`config.mk`:
```
export PLATFORM = sky130hd
export DESIGN_NAME = fpu_requester
export DESIGN_NICKNAME = d
export VERILOG_FILES = /design/src/rtl/fpu_req_pkg.sv /design/src/rtl/fpu_req_watchdog.sv /design/src/rtl/fpu_requester.sv
export SDC_FILE = /design/constraint.sdc
export NUM_CORES = 1
export LEC_CHECK = 0
export ABC_AREA = 1
export BUFFER_PORTS_ARGS = -buffer_cell sky130_fd_sc_hd__buf_4
export CAP_MARGIN = 10
export CORE_ASPECT_RATIO = 0.9
export CORE_MARGIN = 1.5
export CORE_UTILIZATION = 30
export DETAILED_ROUTE_END_ITERATION = 8
export RECOVER_POWER = 25
export SYNTH_ARGS = -nofsm -noshare
export SYNTH_HDL_FRONTEND = slang
export SYNTH_SLANG_ARGS = --single-unit
```
`constraint.sdc`:
```
create_clock -name clk -period 3.1 [get_ports clk]
set_input_delay 0.62 -clock clk [delete_from_list [all_inputs] [get_ports clk]]
set_output_delay 0.62 -clock clk [all_outputs]
set_load 0.02 [all_outputs]
```
`src/rtl/fpu_req_pkg.sv`:
```
// Shared opcode, flag-index and FSM-state definitions for the FPU requester.
// ST_FLUSH exists only when FPU_REQ_TIMEOUT_EN is defined.
package fpu_req_pkg;

  localparam logic [2:0] OP_ADD  = 3'd0;
  localparam logic [2:0] OP_SUB  = 3'd1;
  localparam logic [2:0] OP_MUL  = 3'd2;
  localparam logic [2:0] OP_DIV  = 3'd3;
  localparam logic [2:0] OP_SQRT = 3'd4;

  // Flag vector is XZOUI, X in the MSB.
  localparam int unsigned FLAG_W = 5;
  localparam int unsigned FLAG_X = 4;
  localparam int unsigned FLAG_Z = 3;
  localparam int unsigned FLAG_O = 2;
  localparam int unsigned FLAG_U = 1;
  localparam int unsigned FLAG_I = 0;

  typedef enum logic [2:0] {
    ST_IDLE  = 3'd0,
    ST_ISSUE = 3'd1,
    ST_WAIT  = 3'd2,
`ifdef FPU_REQ_TIMEOUT_EN
    ST_FLUSH = 3'd4,
`endif
    ST_RESP  = 3'd3
  } state_e;

  typedef struct packed {
    logic [31:0] op_a;
    logic [31:0] op_b;
    logic [2:0]  op_code;
    logic        round_mode;
    logic        mode_fp;
  } oper_t;

  // A clear in the capture cycle drops the old flags but keeps the new ones.
  function automatic logic [FLAG_W-1:0] merge_flags(input logic clr,
                                                    input logic [FLAG_W-1:0] old_flags,
                                                    input logic [FLAG_W-1:0] new_flags);
    return (clr ? '0 : old_flags) | new_flags;
  endfunction

endpackage

```
`src/rtl/fpu_req_watchdog.sv`:
```
// Counts consecutive enabled cycles; expired is high on the LIMIT-th one.
// Combinational expired output, counter clears whenever en drops.
module fpu_req_watchdog #(
  parameter int unsigned LIMIT = 64
) (
  input  logic clk,
  input  logic rst,
  input  logic en,
  output logic expired
);

  localparam int unsigned CNT_W = $clog2(LIMIT + 1);

  logic [CNT_W-1:0] cnt_q;

  assign expired = en && (cnt_q == CNT_W'(LIMIT - 1));

  always_ff @(posedge clk) begin
    if (rst || !en) begin
      cnt_q <= '0;
    end else if (!expired) begin
      cnt_q <= cnt_q + CNT_W'(1);
    end
  end

endmodule

```
`src/rtl/fpu_requester.sv`:
```
// One-in-flight FPU requester: 1 cycle accept->alu_start, 1 cycle alu_valid_out->rsp_valid; rsp_* held until rsp_ready.
// FPU_REQ_TIMEOUT_EN adds a WAIT watchdog that aborts into FLUSH and returns a timeout response.
module fpu_requester
  import fpu_req_pkg::*;
#(
  parameter int unsigned TAG_W          = 4,
  parameter int unsigned TIMEOUT_CYCLES = 64
) (
  input  logic              clk,
  input  logic              rst,
  input  logic              cmd_valid,
  output logic              cmd_ready,
  input  logic [31:0]       cmd_op_a,
  input  logic [31:0]       cmd_op_b,
  input  logic [2:0]        cmd_op_code,
  input  logic              cmd_round_mode,
  input  logic              cmd_mode_fp,
  input  logic [TAG_W-1:0]  cmd_tag,
  output logic              alu_start,
  output logic [31:0]       alu_op_a,
  output logic [31:0]       alu_op_b,
  output logic [2:0]        alu_op_code,
  output logic              alu_round_mode,
  output logic              alu_mode_fp,
  output logic              alu_ready_in,
  input  logic              alu_ready_out,
  input  logic              alu_valid_out,
  input  logic [31:0]       alu_result,
  input  logic [FLAG_W-1:0] alu_flags,
  output logic              rsp_valid,
  input  logic              rsp_ready,
  output logic [31:0]       rsp_result,
  output logic [FLAG_W-1:0] rsp_flags,
  output logic [TAG_W-1:0]  rsp_tag,
  output logic              rsp_timeout,
  output logic [FLAG_W-1:0] sticky_flags,
  input  logic              sticky_clr
);

  state_e            state_q;
  oper_t             oper_q;
  logic [TAG_W-1:0]  tag_q;
  logic [31:0]       rsp_result_q;
  logic [FLAG_W-1:0] rsp_flags_q;
  logic [FLAG_W-1:0] sticky_q, sticky_d;
  logic              capture;

  assign capture = (state_q == ST_WAIT) && alu_valid_out;

`ifdef FPU_REQ_TIMEOUT_EN
  logic wd_expired;
  logic rsp_timeout_q;

  fpu_req_watchdog #(
    .LIMIT (TIMEOUT_CYCLES)
  ) u_watchdog (
    .clk     (clk),
    .rst     (rst),
    .en      (state_q == ST_WAIT),
    .expired (wd_expired)
  );

  assign rsp_timeout  = rsp_timeout_q;
  assign alu_ready_in = (state_q == ST_WAIT) || (state_q == ST_FLUSH);
`else
  // TIMEOUT_CYCLES only matters with the watchdog built in.
  if (TIMEOUT_CYCLES == 0) begin : g_no_watchdog_cfg
  end

  assign rsp_timeout  = 1'b0;
  assign alu_ready_in = (state_q == ST_WAIT);
`endif

  assign cmd_ready      = (state_q == ST_IDLE);
  assign alu_start      = (state_q == ST_ISSUE) && alu_ready_out;
  assign rsp_valid      = (state_q == ST_RESP);
  assign alu_op_a       = oper_q.op_a;
  assign alu_op_b       = oper_q.op_b;
  assign alu_op_code    = oper_q.op_code;
  assign alu_round_mode = oper_q.round_mode;
  assign alu_mode_fp    = oper_q.mode_fp;
  assign rsp_result     = rsp_result_q;
  assign rsp_flags      = rsp_flags_q;
  assign rsp_tag        = tag_q;
  assign sticky_flags   = sticky_q;

  always_comb begin
    sticky_d = sticky_q;
    if (capture) begin
      sticky_d = merge_flags(sticky_clr, sticky_q, alu_flags);
    end else if (sticky_clr) begin
      sticky_d = '0;
    end
  end

  always_ff @(posedge clk) begin
    if (rst) begin
      state_q       <= ST_IDLE;
      oper_q        <= '0;
      tag_q         <= '0;
      rsp_result_q  <= '0;
      rsp_flags_q   <= '0;
      sticky_q      <= '0;
`ifdef FPU_REQ_TIMEOUT_EN
      rsp_timeout_q <= 1'b0;
`endif
    end else begin
      sticky_q <= sticky_d;
      case (state_q)
        ST_IDLE: begin
          if (cmd_valid) begin
            oper_q  <= '{op_a: cmd_op_a, op_b: cmd_op_b, op_code: cmd_op_code,
                         round_mode: cmd_round_mode, mode_fp: cmd_mode_fp};
            tag_q   <= cmd_tag;
            state_q <= ST_ISSUE;
          end
        end
        ST_ISSUE: begin
          if (alu_ready_out) begin
            state_q <= ST_WAIT;
          end
        end
        ST_WAIT: begin
          // A result arriving on the expiry cycle still wins over the timeout.
          if (alu_valid_out) begin
            rsp_result_q  <= alu_result;
            rsp_flags_q   <= alu_flags;
`ifdef FPU_REQ_TIMEOUT_EN
            rsp_timeout_q <= 1'b0;
`endif
            state_q       <= ST_RESP;
          end
`ifdef FPU_REQ_TIMEOUT_EN
          else if (wd_expired) begin
            rsp_result_q  <= '0;
            rsp_flags_q   <= '0;
            rsp_timeout_q <= 1'b1;
            state_q       <= ST_FLUSH;
          end
`endif
        end
`ifdef FPU_REQ_TIMEOUT_EN
        ST_FLUSH: begin
          if (alu_ready_out) begin
            state_q <= ST_RESP;
          end
        end
`endif
        ST_RESP: begin
          if (rsp_ready) begin
            state_q <= ST_IDLE;
          end
        end
        default: state_q <= ST_IDLE;
      endcase
    end
  end

endmodule

```
==> flow_summary.json <==
{
  "vias_per_cell": 4.45,
  "layout_cell_share_with_drive_strength_beyond_1": 0.277,
  "grt_setup_unrepaired": "no",
  "detailedRoute.firstIterationViolations": 220,
  "ctsHtreeMaxLevel": 4,
  "boundaryPins": 237,
  "gp_congestion": 0.771,
  "final_hold_viol_count": 0,
  "reg2reg_from": "state_q[0]$_SDFFE_PP0P_",
  "drcViolationCount": 0,
  "timing.rr.end": "sticky_flags[1]$_SDFF_PP0_",
  "timing.setup.critical_path_class": "reg -> reg",
  "arrival_ps": 2490,
  "pwr_cell_area_nw_per_um2": 936,
  "hold_endpoint": "alu_op_b[21]$_SDFFE_PP0P_",
  "synth-seq-cells": 117,
  "setup_total_negative_slack_ps": 0,
  "postCtsResizedCells": 0,
  "largest_net_degree_at_the_start_of_global_routing": 74,
  "min_delay_path_depth": 3,
  "routed_wirelength_um": 12200,
  "syn_nets": 651,
  "critical_path_required_ps": 3440,
  "post-route-period-util": 0.695,
  "finalSetupViolations": 0,
  "detail_route.first_pass.iterations": 4,
  "hpwlAfterDp_um": 8590,
  "placementRows": 40,
  "layout-area-overhead-vs-synth_pct": 51.9,
  "min-delay-path-class": "in -> reg",
  "die_height_um": 115,
  "crit_path_max_fanout": 38,
  "mappedNetlistArea_sq_um": 4180,
  "whs_ps": 452,
  "core_area_sq_um": 13500,
  "gr-total-overflow": 0,
  "global_route_wire_length_before_repair_um": 18800,
  "worst_skew_pair.late_latency_ps": 400,
  "minimum_clock_period_ps": 2150,
  "netlist_instances": 529,
  "route.detailed.wl_per_inst_um": 13.0,
  "detail-route-antenna-nets": 0,
  "worst_setup_hold_path_clk_slew_ps": 50,
  "tritoncts.num_buffers": 17,
  "floorplan.die_area_sq_um": 14700,
  "nets": 873,
  "track_usage": 0.163,
  "status": "finished clean",
  "tritoncts": "done",
  "synth_seq_area_share": 0.560,
  "cap_viol_max_count": 0,
  "critPathLaunchType": "flip-flop",
  "route.vias.total": 4147,
  "number_of_global_route_vias_before_repair": 3851,
  "io_buffers": 235,
  "initial_antenna_violation_count": 0,
  "holdCritStartpoint": "cmd_op_b[21]",
  "clk_root_buffer_cell": "sky130_fd_sc_hd__clkbuf_16",
  "n_fill_cell": 1382,
  "yosys.cell_types.count": 17,
  "reg2reg_depth": 6,
  "register_to_register_setup_slack_ps": 950,
  "most-common-layout-cells": "215 x sky130_fd_sc_hd__nor2_1, 177 x sky130_fd_sc_hd__buf_4, 117 x sky130_fd_sc_hd__dfxtp_1, 96 x sky130_fd_sc_hd__o21ai_0, 63 x sky130_fd_sc_hd__clkbuf_1",
  "vdd_drop_max_v": 0.000463,
  "max_slew.worst_pin.slew_ps": 696,
  "post-cts-setup-buffers": 0,
  "cts_hold_buffers": 0,
  "most_common_cell_after_layout_fill_and_taps_aside": "sky130_fd_sc_hd__nor2_1",
  "floorplan.initialDensity": 0.311,
  "yosys_warnings": 0,
  "final_critical_path_setup_slack_ps": 946,
  "max_clock_freq_mhz": 464,
  "cts.path.max_buffers": 2,
  "critical_path_end_type": "flip-flop",
  "timing.max_slew.rel_slack": 0.535,
  "post-place-ws_ps": 967,
  "diodes": 0,
  "synthesis.area_per_instance_sq_um": 7.91,
  "power.leakage_nw": 2.86,
  "clock-sinks": 117,
  "fin_skew_ps": 5.23,
  "slew_viol_final": 0,
  "die-width_um": 127
}
==> metrics by stage <==
| step | total power, W | instances | instance area (sq um) | utilization |
|---|---|---|---|---|
| after detailed placement | 0.00417 | 900 | 5980 | 0.444 |
| after CTS | 0.00618 | 932 | 6570 | 0.488 |
| after floorplan | 0.00333 | 529 | 4180 | - |
| after global placement | 0.00412 | 900 | 5980 | 0.444 |
| after global routing | 0.00631 | 932 | 6350 | 0.472 |
| final | 0.00595 | 932 | 6350 | 0.472 |
==> worst max path at each step <==
stage / from / end / cells after the start
floorplan: state_q[0]$_SDFFE_PP0P_ / alu_op_b[15]$_SDFFE_PP0P_ / 7
global placement: alu_valid_out / sticky_flags[1]$_SDFF_PP0_ / 5
detailed placement: state_q[0]$_SDFFE_PP0P_ / sticky_flags[1]$_SDFF_PP0_ / 6
CTS: state_q[0]$_SDFFE_PP0P_ / sticky_flags[1]$_SDFF_PP0_ / 6
global route: state_q[0]$_SDFFE_PP0P_ / sticky_flags[3]$_SDFF_PP0_ / 6
finish: state_q[0]$_SDFFE_PP0P_ / sticky_flags[1]$_SDFF_PP0_ / 6
==> cells in the mapped netlist <==
library cell,n,share of area
sky130_fd_sc_hd__buf_4,8,0.014
sky130_fd_sc_hd__ha_1,5,0.015
sky130_fd_sc_hd__inv_2,3,0.0027
sky130_fd_sc_hd__o21bai_1,1,0.0018
sky130_fd_sc_hd__buf_2,6,0.0072
sky130_fd_sc_hd__buf_6,7,0.019
sky130_fd_sc_hd__o21ai_1,9,0.011
sky130_fd_sc_hd__nand2_2,2,0.0030
sky130_fd_sc_hd__conb_1,1,0.00090
sky130_fd_sc_hd__clkbuf_2,6,0.0072
sky130_fd_sc_hd__nand2_1,26,0.023
sky130_fd_sc_hd__nor2_1,215,0.19
sky130_fd_sc_hd__a21oi_1,10,0.012
sky130_fd_sc_hd__o21ai_0,96,0.11
sky130_fd_sc_hd__clkbuf_1,8,0.0072
sky130_fd_sc_hd__dfxtp_1,117,0.56
sky130_fd_sc_hd__inv_1,9,0.0081
==> cell type report <==
class / instances / area [sq um] / area share
Sequential cell: 117 / 2340 / 0.369
Timing Repair Buffer: 238 / 1590 / 0.250
Multi-Input combinational cell: 365 / 1570 / 0.247
Clock buffer: 21 / 440 / 0.0693
Tap cell: 168 / 210 / 0.0331
Clock inverter: 11 / 158 / 0.0248
Inverter: 12 / 45.0 / 0.00709
==> worst max-delay path: stages, from the launching register on <==
cell and delay [ps]:
sky130_fd_sc_hd__dfxtp_1 350, sky130_fd_sc_hd__inv_1 100, sky130_fd_sc_hd__ha_1 260, sky130_fd_sc_hd__nand2_2 390, sky130_fd_sc_hd__inv_2 650, sky130_fd_sc_hd__nand2_1 170
sky130_fd_sc_hd__a21oi_1 160
==> cell families after synthesis <==
kind of cell	Yosys count	share of synthesized area
simple gates	243	0.219
flops	117	0.560
compound gates	116	0.139
buf+inv	47	0.0655
fa+ha+maj	5	0.0150
other cells	1	0.000897
==> flip-flops by register name (all words and copies together) (netlist names) <==
register / flops
rsp_tag: 4
rsp_result: 32
alu_mode_fp: 1
alu_op_a: 32
alu_round_mode: 1
sticky_flags: 5
alu_op_code: 3
alu_op_b: 32
state_q: 2
rsp_flags: 5
==> power breakdown <==
group          internal (W)  switching [W]  leakage [nW]
Combinational      0.000678        0.00121          1.60
Sequential          0.00188       0.000197         0.962
Clock               0.00133       0.000650         0.294
==> layer usage <==
layer  global-route usage  share of wire  vias to the layer above
li1                     -              -                     2126
met1                0.190           0.42                     1865
met2                0.272           0.49                      144
met3               0.0610          0.074                       12
met4               0.0659          0.013                        0
met5                    0              0                        -
No activity file was read; power rests on OpenSTA's default activity.
